File: config.mk
export PLATFORM = sky130hd
export DESIGN_NAME = exhaustive_bist_ctrl_flat
export DESIGN_NICKNAME = d
export VERILOG_FILES = /design/src/rtl/bist_pkg.sv /design/src/rtl/exhaustive_bist_ctrl_if.sv /design/src/rtl/bist_pattern_gen.sv /design/src/rtl/exhaustive_bist_ctrl.sv /design/src/flat_wrapper.sv
export SDC_FILE = /design/constraint.sdc
export NUM_CORES = 1
export LEC_CHECK = 0
export ABC_AREA = 1
export CORE_ASPECT_RATIO = 0.6
export CORE_MARGIN = 3
export CORE_UTILIZATION = 49
export CTS_CLUSTER_DIAMETER = 120
export DETAILED_ROUTE_END_ITERATION = 10
export GPL_ROUTABILITY_DRIVEN = 0
export GPL_TIMING_DRIVEN = 0
export HOLD_SLACK_MARGIN = 0.12
export PLACE_DENSITY = 0.79
export SYNTH_ARGS = -nofsm -noshare
export SYNTH_HDL_FRONTEND = slang
export SYNTH_HIERARCHICAL = 1
export SYNTH_SLANG_ARGS = --single-unit
File: constraint.sdc
create_clock -name clk -period 2.2 [get_ports clk]
set_clock_uncertainty 0.1 [all_clocks]
set_input_delay 0.44 -clock clk [delete_from_list [all_inputs] [get_ports clk]]
set_output_delay 0.44 -clock clk [all_outputs]
set_load 0.01 [all_outputs]
File: src/rtl/bist_pkg.sv
// Shared types, tables and helpers for the exhaustive BIST controller.
//   bist_state_e : controller FSM states
//   LFSR_TAPS    : maximal-length Fibonacci tap masks for widths 2..16 (shift-left form,
//                  feedback = XOR of masked bits, shifted into bit 0)
//   misr_poly    : Galois MISR feedback polynomial for signature widths 8/16/32
//   misr_next    : one MISR step: Galois shift, then XOR of zero-extended response
package bist_pkg;

  typedef enum logic [1:0] {StIdle, StApply, StCapture, StDone} bist_state_e;

  localparam logic [15:0] LFSR_TAPS [2:16] = '{
    16'h0003, 16'h0006, 16'h000C, 16'h0014, 16'h0030, 16'h0060, 16'h00B8, 16'h0110,
    16'h0240, 16'h0500, 16'h0829, 16'h100D, 16'h2015, 16'h6000, 16'hD008
  };

  localparam logic [31:0] MISR_POLY_8  = 32'h0000_001D;
  localparam logic [31:0] MISR_POLY_16 = 32'h0000_1021;
  localparam logic [31:0] MISR_POLY_32 = 32'h04C1_1DB7;

  function automatic logic [31:0] misr_poly(int unsigned width);
    case (width)
      8:       return MISR_POLY_8;
      32:      return MISR_POLY_32;
      default: return MISR_POLY_16;
    endcase
  endfunction

  // Operates on a 32-bit container; bits above width are masked off.
  function automatic logic [31:0] misr_next(logic [31:0] cur, logic [31:0] data,
                                            int unsigned width);
    logic [31:0] mask;
    logic [31:0] shifted;
    logic        msb;
    mask    = (width >= 32) ? 32'hFFFF_FFFF : ((32'd1 << width) - 32'd1);
    msb     = |(cur & (32'd1 << (width - 1)));
    shifted = (cur << 1) & mask;
    if (msb) begin
      shifted = shifted ^ misr_poly(width);
    end
    return (shifted ^ data) & mask;
  endfunction

endpackage

File: src/rtl/exhaustive_bist_ctrl_if.sv
// Bus between a BIST controller and its host/circuit-under-test harness.
//   start     : host -> ctrl, begin a run
//   dut_out   : CUT response -> ctrl
//   dut_in    : ctrl -> CUT stimulus vector
//   busy/done : run status
//   pass      : signature matches golden (only while done)
//   signature : current MISR contents
//   vec_idx   : vectors captured so far
// Modports: master = host side, slave = controller side.
interface exhaustive_bist_ctrl_if #(
  parameter int unsigned N_IN   = 5,
  parameter int unsigned N_OUT  = 2,
  parameter int unsigned MISR_W = 16
);
  logic              start;
  logic [N_IN-1:0]   dut_in;
  logic [N_OUT-1:0]  dut_out;
  logic              busy;
  logic              done;
  logic              pass;
  logic [MISR_W-1:0] signature;
  logic [N_IN:0]     vec_idx;

  modport master (
    output start, dut_out,
    input  dut_in, busy, done, pass, signature, vec_idx
  );

  modport slave (
    input  start, dut_out,
    output dut_in, busy, done, pass, signature, vec_idx
  );
endinterface

File: src/rtl/bist_pattern_gen.sv
// Test pattern source for the exhaustive BIST controller.
// Build option BIST_LFSR_PATTERN_EN:
//   defined   : all-zero vector, then a maximal-length Fibonacci LFSR seeded to 1
//   undefined : binary up-counter 0 .. 2^N_IN-1
// Either way exactly 2^N_IN distinct vectors are produced.
// Ports:
//   clk, rst : clock, synchronous active-high reset (pattern returns to vector 0)
//   clear    : restart from vector 0
//   advance  : step to the next vector
//   pattern  : current vector
//   last     : current vector is the final one of the sequence
module bist_pattern_gen
  import bist_pkg::*;
#(
  parameter int unsigned N_IN = 5
) (
  input  logic            clk,
  input  logic            rst,
  input  logic            clear,
  input  logic            advance,
  output logic [N_IN-1:0] pattern,
  output logic            last
);

`ifdef BIST_LFSR_PATTERN_EN

  localparam logic [N_IN-1:0] TAPS       = N_IN'(LFSR_TAPS[N_IN]);
  // The state that feeds back into the seed: only the top bit set.
  localparam logic [N_IN-1:0] LAST_STATE = {1'b1, {(N_IN-1){1'b0}}};

  logic [N_IN-1:0] lfsr_q;
  logic            zero_q;  // still presenting the inserted all-zero vector

  always_ff @(posedge clk) begin
    if (rst || clear) begin
      lfsr_q <= N_IN'(1);
      zero_q <= 1'b1;
    end else if (advance) begin
      if (zero_q) begin
        zero_q <= 1'b0;
      end else begin
        lfsr_q <= {lfsr_q[N_IN-2:0], ^(lfsr_q & TAPS)};
      end
    end
  end

  assign pattern = zero_q ? '0 : lfsr_q;
  assign last    = !zero_q && (lfsr_q == LAST_STATE);

`else

  logic [N_IN-1:0] cnt_q;

  always_ff @(posedge clk) begin
    if (rst || clear) begin
      cnt_q <= '0;
    end else if (advance) begin
      cnt_q <= cnt_q + N_IN'(1);
    end
  end

  assign pattern = cnt_q;
  assign last    = &cnt_q;

`endif

endmodule

File: src/rtl/exhaustive_bist_ctrl.sv
// Exhaustive BIST controller: applies all 2^N_IN vectors to a combinational CUT, holds each
// for SETTLE+1 cycles, and compacts the responses into a Galois MISR. A start pulse runs the
// whole sequence; done then holds with pass = (signature == GOLDEN).
// Build option BIST_LFSR_PATTERN_EN selects LFSR pattern order (see bist_pattern_gen).
// Ports:
//   clk : clock, rising edge
//   rst : synchronous active-high reset, returns all outputs to 0
//   bus : exhaustive_bist_ctrl_if.slave (start, dut_in, dut_out, busy, done, pass,
//         signature, vec_idx)
module exhaustive_bist_ctrl
  import bist_pkg::*;
#(
  parameter int unsigned       N_IN   = 5,
  parameter int unsigned       N_OUT  = 2,
  parameter int unsigned       SETTLE = 2,
  parameter int unsigned       MISR_W = 16,
  parameter logic [MISR_W-1:0] GOLDEN = '0
) (
  input logic                    clk,
  input logic                    rst,
  exhaustive_bist_ctrl_if.slave  bus
);

  localparam int unsigned SW = (SETTLE > 1) ? $clog2(SETTLE) : 1;
  localparam int unsigned VW = N_IN + 1;
  localparam logic [SW-1:0] SETTLE_LOAD = SW'(SETTLE - 1);

  bist_state_e       state_q;
  logic [SW-1:0]     settle_q;
  logic [MISR_W-1:0] misr_q;
  logic [VW-1:0]     vec_idx_q;
  logic              busy_q;
  logic              done_q;

  logic [N_IN-1:0]   pattern;
  logic              last;
  logic              launch;
  logic              advance;

  assign launch  = ((state_q == StIdle) || (state_q == StDone)) && bus.start;
  assign advance = (state_q == StCapture) && !last;

  bist_pattern_gen #(
    .N_IN (N_IN)
  ) u_pattern_gen (
    .clk     (clk),
    .rst     (rst),
    .clear   (launch),
    .advance (advance),
    .pattern (pattern),
    .last    (last)
  );

  always_ff @(posedge clk) begin
    if (rst) begin
      state_q   <= StIdle;
      settle_q  <= '0;
      misr_q    <= '0;
      vec_idx_q <= '0;
      busy_q    <= 1'b0;
      done_q    <= 1'b0;
    end else begin
      case (state_q)
        StIdle, StDone: begin
          if (bus.start) begin
            state_q   <= StApply;
            settle_q  <= SETTLE_LOAD;
            misr_q    <= '0;
            vec_idx_q <= '0;
            busy_q    <= 1'b1;
            done_q    <= 1'b0;
          end
        end
        StApply: begin
          if (settle_q == '0) begin
            state_q <= StCapture;
          end else begin
            settle_q <= settle_q - SW'(1);
          end
        end
        StCapture: begin
          misr_q    <= MISR_W'(misr_next(32'(misr_q), 32'(bus.dut_out), MISR_W));
          vec_idx_q <= vec_idx_q + VW'(1);
          if (last) begin
            state_q <= StDone;
            busy_q  <= 1'b0;
            done_q  <= 1'b1;
          end else begin
            state_q  <= StApply;
            settle_q <= SETTLE_LOAD;
          end
        end
        default: state_q <= StIdle;
      endcase
    end
  end

  assign bus.dut_in    = pattern;
  assign bus.busy      = busy_q;
  assign bus.done      = done_q;
  assign bus.signature = misr_q;
  assign bus.vec_idx   = vec_idx_q;
  assign bus.pass      = done_q && (misr_q == GOLDEN);

endmodule

File: src/flat_wrapper.sv
// flat-port wrapper written by rule: the top's interface ports become plain ports
module exhaustive_bist_ctrl_flat import bist_pkg::*;
#(
  parameter int unsigned       N_IN   = 5,
  parameter int unsigned       N_OUT  = 2,
  parameter int unsigned       SETTLE = 2,
  parameter int unsigned       MISR_W = 16,
  parameter logic [MISR_W-1:0] GOLDEN = '0
)
  (clk, rst, bus_start, bus_dut_out, bus_dut_in, bus_busy, bus_done, bus_pass, bus_signature, bus_vec_idx);
  exhaustive_bist_ctrl_if #(.N_IN(N_IN), .N_OUT(N_OUT), .MISR_W(MISR_W)) bus_i ();
  input logic clk;
  input logic rst;
  input wire logic [$bits(bus_i.start)-1:0] bus_start;
  input wire logic [$bits(bus_i.dut_out)-1:0] bus_dut_out;
  output wire logic [$bits(bus_i.dut_in)-1:0] bus_dut_in;
  output wire logic [$bits(bus_i.busy)-1:0] bus_busy;
  output wire logic [$bits(bus_i.done)-1:0] bus_done;
  output wire logic [$bits(bus_i.pass)-1:0] bus_pass;
  output wire logic [$bits(bus_i.signature)-1:0] bus_signature;
  output wire logic [$bits(bus_i.vec_idx)-1:0] bus_vec_idx;
  assign bus_i.start = bus_start;
  assign bus_i.dut_out = bus_dut_out;
  assign bus_dut_in = bus_i.dut_in;
  assign bus_busy = bus_i.busy;
  assign bus_done = bus_i.done;
  assign bus_pass = bus_i.pass;
  assign bus_signature = bus_i.signature;
  assign bus_vec_idx = bus_i.vec_idx;
  exhaustive_bist_ctrl #(.N_IN(N_IN), .N_OUT(N_OUT), .SETTLE(SETTLE), .MISR_W(MISR_W), .GOLDEN(GOLDEN)) u_core (.clk(clk), .rst(rst), .bus(bus_i));
endmodule
==> flow_summary.ini, run 1 <==
[drt]
vias = 1433
drc = 0
routed_wl_um = 3640
dr.pass1.iters = 4
drt_iter0_markers = 65
wl_per_cell_um = 13.1
routed_via_density = 5.17
drtAntennaViolNets = 0

[timing]
final-setup-viol-count = 0
maxSlewViolCount = 0
final.setup.tns_ns = 0
maxSlewHeadroom_pct = 59.3
finalHoldViolCount = 0
finalCritPeriodShare_pct = 91.4
fmax_mhz = 498
tightest_slew_ns = 0.610
grt_setup_unrepaired = no
finalCriticalPeriod_ns = 2.01

[clock_network]
cts_buffers = 5
cts_tree = done
cts_max_path_buffers = 2
postCtsSetupBuffers = 0
htreeDepth = 2
clkTransAtPathRegs_ns = 0.07
cts_root_buf = clkbuf_8
cts-hold-fix-buffers = 0
clock_sinks = 32
clk_latency_ns = 0.29

[power]
leakagePower_nw = 0.775
peakVddDrop_v = 0.000473
p_per_area_mw_per_mm2 = 671

[grt]
grt_usage_pct = 20.5
antenna_found_initial = 0
grt_start_max_net_pins = 11
grt_pass1_wl_um = 6130
grt_pass1_vias = 1347
grt-ovfl-total = 0

[setup_path]
crit_buf_inv = 0
worstPathArrival_ns = 2.10
worst_setup_path_start_kind = flop
crit_slowest_cell = nor2_1
cp-end-kind = flop
reg2reg_slack_ns = 0.19
path_max_fanout = 8
crit_type = flop to flop
cp_slowest_stage_delay_ns = 0.43
worst_ep_required_time_ns = 2.29
crit_family = simple AND/OR/NAND/NOR gates
worstPathCellList = ha_1, and3_1, ha_1, nor2_1, nand2_2, nor2_2, nand2_1, nand2_1, nor2_1

[cells_and_area]
regArea_um2 = 641
syn2layout_area_growth_pct = 33.0
stdcell_area_mm2 = 0.00200
nets = 246
multi_input_area_um2 = 759
drive_above_1_share_pct = 16.5
antenna_cells = 0
nFillCells = 202

[synthesis]
synth_seq_cells = 32
syn-num-nets = 205
synth_cells = 195
ys_seq_area_share_pct = 42.6
syn_area_mm2 = 0.00151
yosys_warnings = 6
avgSynthCellArea_um2 = 7.72
yosysUniqueCellTypes = 26

[die]
core_area_mm2 = 0.00272
die-area_mm2 = 0.00379
rows = 14
die_h_um = 48.9
die_width_um = 77.6
ios = 35
start_util_pct = 55.4

[place]
io_buffer_count = 34
postPlaceCellArea_mm2 = 0.00190
dp_hpwl_um = 2690

[worst_hold_path]
hold_path.class = flop to flop

[status]
outcome = completed

[job]
cap_violations = 0
-- placed cells by master, fill, tap and decap left out --
cell and count:
a21boi_0 1, a21oi_1 15, a21oi_2 10, a21oi_4 1, and3_1 1, buf_1 2, buf_12 1, buf_6 1
bufinv_16 1, clkbuf_1 1, clkbuf_2 1, clkbuf_8 5, clkdlybuf4s50_1 33, clkinv_2 1, dfxtp_1 32, dlygate4sd2_1 1
ha_1 5, inv_1 12, inv_2 2, inv_6 1, nand2_1 51, nand2_2 13, nand2_4 1, nand3_1 3
nand3b_1 2, nand4_1 3, nor2_1 25, nor2_2 1, nor3_1 2, o21ai_0 4, or3_1 1, xor2_1 4
-- metrics by stage --
step / power, mW / hold slack [ns] / setup slack (ns) / cells / utilization, %
floorplan: 0.742 / 0.354 / 0.390 / 195 / -
global placement: 0.786 / 0.351 / 0.254 / 269 / 69.8
detailed placement: 0.794 / 0.364 / 0.223 / 269 / 69.8
CTS: 1.35 / 0.373 / 0.204 / 277 / 73.7
global route: 1.40 / 0.402 / 0.0328 / 277 / 73.7
finish: 1.34 / 0.372 / 0.190 / 277 / 73.7
-- per-layer routing --
| layer | wire length (um) | up-vias | track usage [%] |
|---|---|---|---|
| met5 | 0 | - | 0 |
| met4 | 95 | 0 | 12.1 |
| met3 | 279 | 9 | 5.90 |
| met2 | 1560 | 64 | 31.4 |
| met1 | 1710 | 653 | 25.6 |
| li1 | - | 707 | - |
-- area by class of cell --
cell class / count / area share, %
Clock buffer: 6 / 3.62
Multi-Input combinational cell: 143 / 37.9
Buffer: 5 / 2.19
Tap cell: 40 / 2.50
Inverter: 15 / 3.06
Sequential cell: 32 / 32.0
Timing Repair Buffer: 34 / 16.9
Clock inverter: 2 / 1.75
-- synthesized netlist by cell type --
master	count	area (um^2)
a21boi_0	1	7.51
a21oi_1	15	75.1
a21oi_2	10	87.6
a21oi_4	1	16.3
and3_1	1	6.26
buf_1	2	7.51
buf_12	1	20.0
buf_6	1	11.3
clkbuf_2	1	5.00
dfxtp_1	32	641
ha_1	5	62.6
inv_1	12	45.0
inv_2	2	7.51
inv_6	1	8.76
nand2_1	51	191
nand2_2	13	81.3
nand2_4	1	11.3
nand3_1	3	15.0
nand3b_1	2	15.0
nand4_1	3	18.8
nor2_1	25	93.8
nor2_2	1	6.26
nor3_1	2	10.0
o21ai_0	4	20.0
or3_1	1	6.26
xor2_1	4	35.0
-- worst register-to-register path: stages, from the launching register on --
cell,delay (ns)
dfxtp_1,0.35
ha_1,0.24
and3_1,0.20
ha_1,0.22
nor2_1,0.43
nand2_2,0.09
nor2_2,0.14
nand2_1,0.06
nand2_1,0.05
nor2_1,0.04
-- final timing paths --
| kind | end | depth (start not counted) | startpoint |
|---|---|---|---|
| worst min register to register | u_core/bus.busy | 2 | u_core/bus.busy |
| worst min-delay path | u_core/bus.busy | 2 | u_core/bus.busy |
| worst max register to register | u_core/u_pattern_gen/pattern[3] | 9 | u_core/u_pattern_gen/pattern[0] |
| worst max-delay path | u_core/u_pattern_gen/pattern[3] | 9 | u_core/u_pattern_gen/pattern[0] |
-- what timing repair did --
| action | in CTS | in global routing |
|---|---|---|
| resized for setup | 1 | 0 |
| hold endpoints to repair | 0 | 0 |
| endpoints found under the setup margin | 1 | 0 |
-- kinds of logic after synthesis --
group                      count (synthesis)  synth area share (%)
and+or+nand+nor                          103                  30.3
DFF                                       32                  42.6
AOI/OAI and AO/OA                         31                  13.7
buffers and inverters                     20                  6.98
adders and majority gates                  5                  4.16
xor gates and xnor gates                   4                  2.33
-- report_power, final --
group          leakage (nW)  switching, mW  internal, mW
Sequential            0.259         0.0108         0.592
Combinational         0.462          0.115        0.0666
Clock                0.0552          0.223         0.336
-- state kept, by name, summed over array words and instances, names as in the netlist --
register,cells
u_core/state_q,2
u_core/bus.done,1
u_core/u_pattern_gen/pattern,5
u_core/bus.vec_idx,6
u_core/bus.busy,1
u_core/settle_q,1
u_core/bus.signature,16
No activity file was read; power rests on OpenSTA's default activity.
==> run 2: changes to the inputs <==
--- a/config.mk
+++ b/config.mk
@@ -7,7 +7,6 @@
 export LEC_CHECK = 0
 export ABC_AREA = 1
 export CORE_ASPECT_RATIO = 0.6
-export CORE_MARGIN = 3
 export CORE_UTILIZATION = 49
 export CTS_CLUSTER_DIAMETER = 120
 export DETAILED_ROUTE_END_ITERATION = 10
@@ -19,3 +18,4 @@
 export SYNTH_HDL_FRONTEND = slang
 export SYNTH_HIERARCHICAL = 1
 export SYNTH_SLANG_ARGS = --single-unit
+export TNS_END_PERCENT = 100
==> flow_summary.ini, run 2 (synthesized netlist as in run 1, its figures left out) <==
[setup_path]
worstPathArrival_ns = 1.42
timing.rr.start = u_core/u_pattern_gen/pattern[0]
crit_type = flop to output port
r2r-end = u_core/u_pattern_gen/pattern[3]
worst_setup_path_start_kind = flop
worstPathCellList = or3_1, nor3_1, dlygate4sd2_1
cp-end-kind = output port
cp_slowest_stage_delay_ns = 0.39
crit_slowest_cell = or3_1
reg2reg_depth = 9
crit_family = simple AND/OR/NAND/NOR gates
reg2reg_slack_ns = 0.25
path_max_fanout = 4
crit_buf_inv = 1
worst_ep_required_time_ns = 1.66
crit_start = u_core/bus.signature[6]

[timing]
finalHoldViolCount = 0
final.setup.tns_ns = 0
finalCritPeriodShare_pct = 89.1
tightest_slew_ns = 0.617
fmax_mhz = 510
finalCriticalPeriod_ns = 1.96
maxSlewHeadroom_pct = 58.9
grt_setup_unrepaired = no
final-setup-viol-count = 0
layout_setup_ws_ns = 0.241
maxSlewViolCount = 0

[drt]
wl_per_cell_um = 11.2
drc = 0
vias = 1344
drtAntennaViolNets = 0
routed_via_density = 4.82
routed_wl_um = 3140
drt_iter0_markers = 77
dr.pass1.iters = 4

[clock_network]
clk_latency_ns = 0.28
cts_max_path_buffers = 2
clock_sinks = 32
cts_root_buf = clkbuf_8
cts_buffers = 5
htreeDepth = 2
cts-hold-fix-buffers = 0
cts_tree = done
clkTransAtPathRegs_ns = 0.07

[place]
io_buffer_count = 34
pre_cts_ws_ns = 0.247
dp_hpwl_um = 2310
dp_cells = 271

[power]
leakagePower_nw = 0.774
p_total_mw = 1.34
p_per_area_mw_per_mm2 = 667
peakVddDrop_v = 0.000523

[status]
outcome = completed

[job]
cap_violations = 0

[cells_and_area]
final_cell_mix = nand2_1 (51), clkdlybuf4s50_1 (33), dfxtp_1 (32)
final_common_cell = nand2_1
drive_above_1_share_pct = 16.9
largest_register_ffs = 16
nFillCells = 257
finish.utilization_pct = 69.5
syn2layout_area_growth_pct = 33.4
multi_input_area_um2 = 759
stdcell_count = 279
regArea_um2 = 641
nets = 246
antenna_cells = 0

[die]
die_h_um = 44.9
start_util_pct = 52.1
core_area_mm2 = 0.00289
die-area_mm2 = 0.00330
die_width_um = 73.6
rows = 15
ios = 35

[worst_hold_path]
hold_path.class = flop to flop
hp-start = u_core/bus.busy
min_path_cells = 2
hold_end = u_core/bus.busy

[grt]
grt_pass1_wl_um = 5220
antenna_found_initial = 0
grt_start_max_net_pins = 12
grt_pass1_vias = 1138
grt_usage_pct = 21.5
grt-ovfl-total = 0
-- run 2: cell types whose count changed in the layout (fill, tap and decap cells not counted), sizes merged --
cell      before  now
clkinvlp       0    1
clkbuf         7    6
-- run 2: final cells by class --
class,instances,area share [%]
buffer,5,2.18
inverter,15,3.05
sequential,32,31.9
clock inverter,3,2.12
timing repair buffer,34,16.9
tap,42,2.62
multi-input combinational,143,37.8
clock buffer,5,3.43
-- run 2: per-layer routing --
layer	GRT usage (%)	vias to the layer above	routed length (um)
li1	-	702	-
met1	31.6	611	1680
met2	29.9	29	1280
met3	7.37	2	170
met4	5.77	0	13
met5	0	-	0
-- run 2: power breakdown --
| part | total (mW) | switching (mW) | internal [mW] |
|---|---|---|---|
| Sequential | 0.602 | 0.00935 | 0.592 |
| Clock | 0.561 | 0.226 | 0.335 |
| Combinational | 0.177 | 0.110 | 0.0664 |
-- run 2: worst max-delay path by stage --
stage	slack (ns)	cells past startpoint	end
floorplan	0.39	9	u_core/u_pattern_gen/pattern[3]
global placement	0.27	3	bus_pass
detailed placement	0.25	3	bus_pass
CTS	0.22	5	bus_pass
global route	0.001	9	u_core/u_pattern_gen/pattern[3]
finish	0.24	3	bus_pass
-- run 2: repair_timing --
action,CTS,global route
setup endpoints to repair,1,0
setup buffers,0,0
resized for setup,1,0
-- run 2: through the flow --
stage / area, um^2 / hold slack (ns)
floorplan: 1510 / 0.354
global placement: 1900 / 0.363
detailed placement: 1900 / 0.366
CTS: 2010 / 0.380
global route: 2010 / 0.409
finish: 2010 / 0.373
-- run 2: worst register-to-register path: cells and delay by family, from the launching register on --
kind                       cells  cell delay, ns
adders and majority gates      2            0.47
DFF                            1            0.35
and+or+nand+nor                7            0.93
==> run 3: changes to the inputs <==
--- a/config.mk
+++ b/config.mk
@@ -7,12 +7,14 @@
 export LEC_CHECK = 0
 export ABC_AREA = 1
 export CORE_ASPECT_RATIO = 0.6
+export CORE_MARGIN = 2
 export CORE_UTILIZATION = 49
 export CTS_CLUSTER_DIAMETER = 120
 export DETAILED_ROUTE_END_ITERATION = 10
 export GPL_ROUTABILITY_DRIVEN = 0
 export GPL_TIMING_DRIVEN = 0
 export HOLD_SLACK_MARGIN = 0.12
+export MAX_ROUTING_LAYER = met4
 export PLACE_DENSITY = 0.79
 export SYNTH_ARGS = -nofsm -noshare
 export SYNTH_HDL_FRONTEND = slang
==> flow_summary.ini, run 3 (synthesized netlist as in run 1, its figures left out) <==
[setup_path]
worst_ep_required_time_ns = 1.66
worst_setup_path_start_kind = flop
worstPathArrival_ns = 1.45
cp-end-kind = output port
crit_type = flop to output port
path_max_fanout = 4

[timing]
maxSlewViolCount = 0
grt_setup_unrepaired = no
maxSlewHeadroom_pct = 58.7
final.setup.tns_ns = 0
fmax_mhz = 501
finalCriticalPeriod_ns = 1.99
final-setup-viol-count = 0
tightest_slew_ns = 0.620
finalCritPeriodShare_pct = 90.7
finalHoldViolCount = 0

[grt]
grt_usage_pct = 21.5
grt_pass1_wl_um = 5310
antenna_found_initial = 0
grt_pass1_vias = 1179
grt_start_max_net_pins = 11
grt-ovfl-total = 0

[cells_and_area]
drive_above_1_share_pct = 16.5
final_cell_mix = nand2_1 (51), clkdlybuf4s50_1 (33), dfxtp_1 (32)
stdcell_area_mm2 = 0.00200
largest_register_ffs = 16
nets = 246
final_common_cell = nand2_1
antenna_cells = 0
stdcell_count = 279
syn2layout_area_growth_pct = 33.2

[drt]
routed_wl_um = 3120
routed_via_density = 4.73
vias = 1320
drc = 0
dr.pass1.iters = 4
drtAntennaViolNets = 0
wl_per_cell_um = 11.2
drt_iter0_markers = 63

[place]
dp_cells = 271
io_buffer_count = 34
dp_hpwl_um = 2260
postPlaceCellArea_mm2 = 0.00190

[clock_network]
postCtsSetupBuffers = 0
htreeDepth = 2
cts_max_path_buffers = 2
cts_resized = 1
cts_tree = done
cts_root_buf = clkbuf_8
cts-hold-fix-buffers = 0
clock_sinks = 32
clk_latency_ns = 0.29
cts_buffers = 5
clkTransAtPathRegs_ns = 0.07

[die]
core_area_mm2 = 0.00289
die_h_um = 46.9
rows = 15
die_width_um = 75.6
start_util_pct = 52.1
ios = 35
die-area_mm2 = 0.00355

[power]
p_per_area_mw_per_mm2 = 663
peakVddDrop_v = 0.000467
leakagePower_nw = 0.775

[status]
outcome = completed

[worst_hold_path]
hold_path.class = flop to flop

[job]
cap_violations = 0
-- run 3: cell types whose count changed in the layout (fill, tap and decap cells not counted) --
cell and change:
clkbuf_1 +1, clkinvlp_4 -1
-- run 3: layout make-up --
class                           instances  area, um^2
Sequential cell                        32         641
Fill cell                             250         886
Clock buffer                            6        72.6
Clock inverter                          2        35.0
Inverter                               15        61.3
Tap cell                               42        52.6
Multi-Input combinational cell        143         759
Timing Repair Buffer                   34         339
Buffer                                  5        43.8
-- run 3: metal layers --
layer	part of all wire, %	global-route usage [%]	up-vias
met1	57	31.6	592
li1	-	-	705
met2	39	27.3	15
met4	1.4	7.37	0
met3	3.1	6.44	8
met5	0	-	-
-- run 3: path summary, 6_finish.rpt --
check,startpoint,endpoint,slack [ns],depth (start not counted)
setup reg to reg,u_core/u_pattern_gen/pattern[0],u_core/u_pattern_gen/pattern[3],0.25,9
hold reg to reg,u_core/bus.busy,u_core/bus.busy,0.37,2
setup / recovery,u_core/bus.signature[6],bus_pass,0.21,3
hold / removal,u_core/bus.busy,u_core/bus.busy,0.37,2
-- run 3: power by group --
group	total, mW	internal [mW]	switching, mW
Clock	0.551	0.336	0.215
Combinational	0.176	0.0665	0.110
Sequential	0.602	0.592	0.00951
Total	1.33	0.995	0.335
-- run 3: per-stage QoR --
stage | hold slack [ns] | utilization (%) | total power [mW] | setup WS [ns]
after floorplan | 0.354 | - | 0.742 | 0.390
after global placement | 0.363 | 65.7 | 0.787 | 0.229
after detailed placement | 0.365 | 65.7 | 0.788 | 0.220
after CTS | 0.375 | 69.4 | 1.34 | 0.191
after global routing | 0.407 | 69.4 | 1.39 | 0.0472
final | 0.371 | 69.4 | 1.33 | 0.205
-- run 3: worst max-delay path: stages, from the launching register on --
cell	delay, ns
dfxtp_1	0.34
or3_1	0.40
nor3_1	0.15
dlygate4sd2_1	0.29
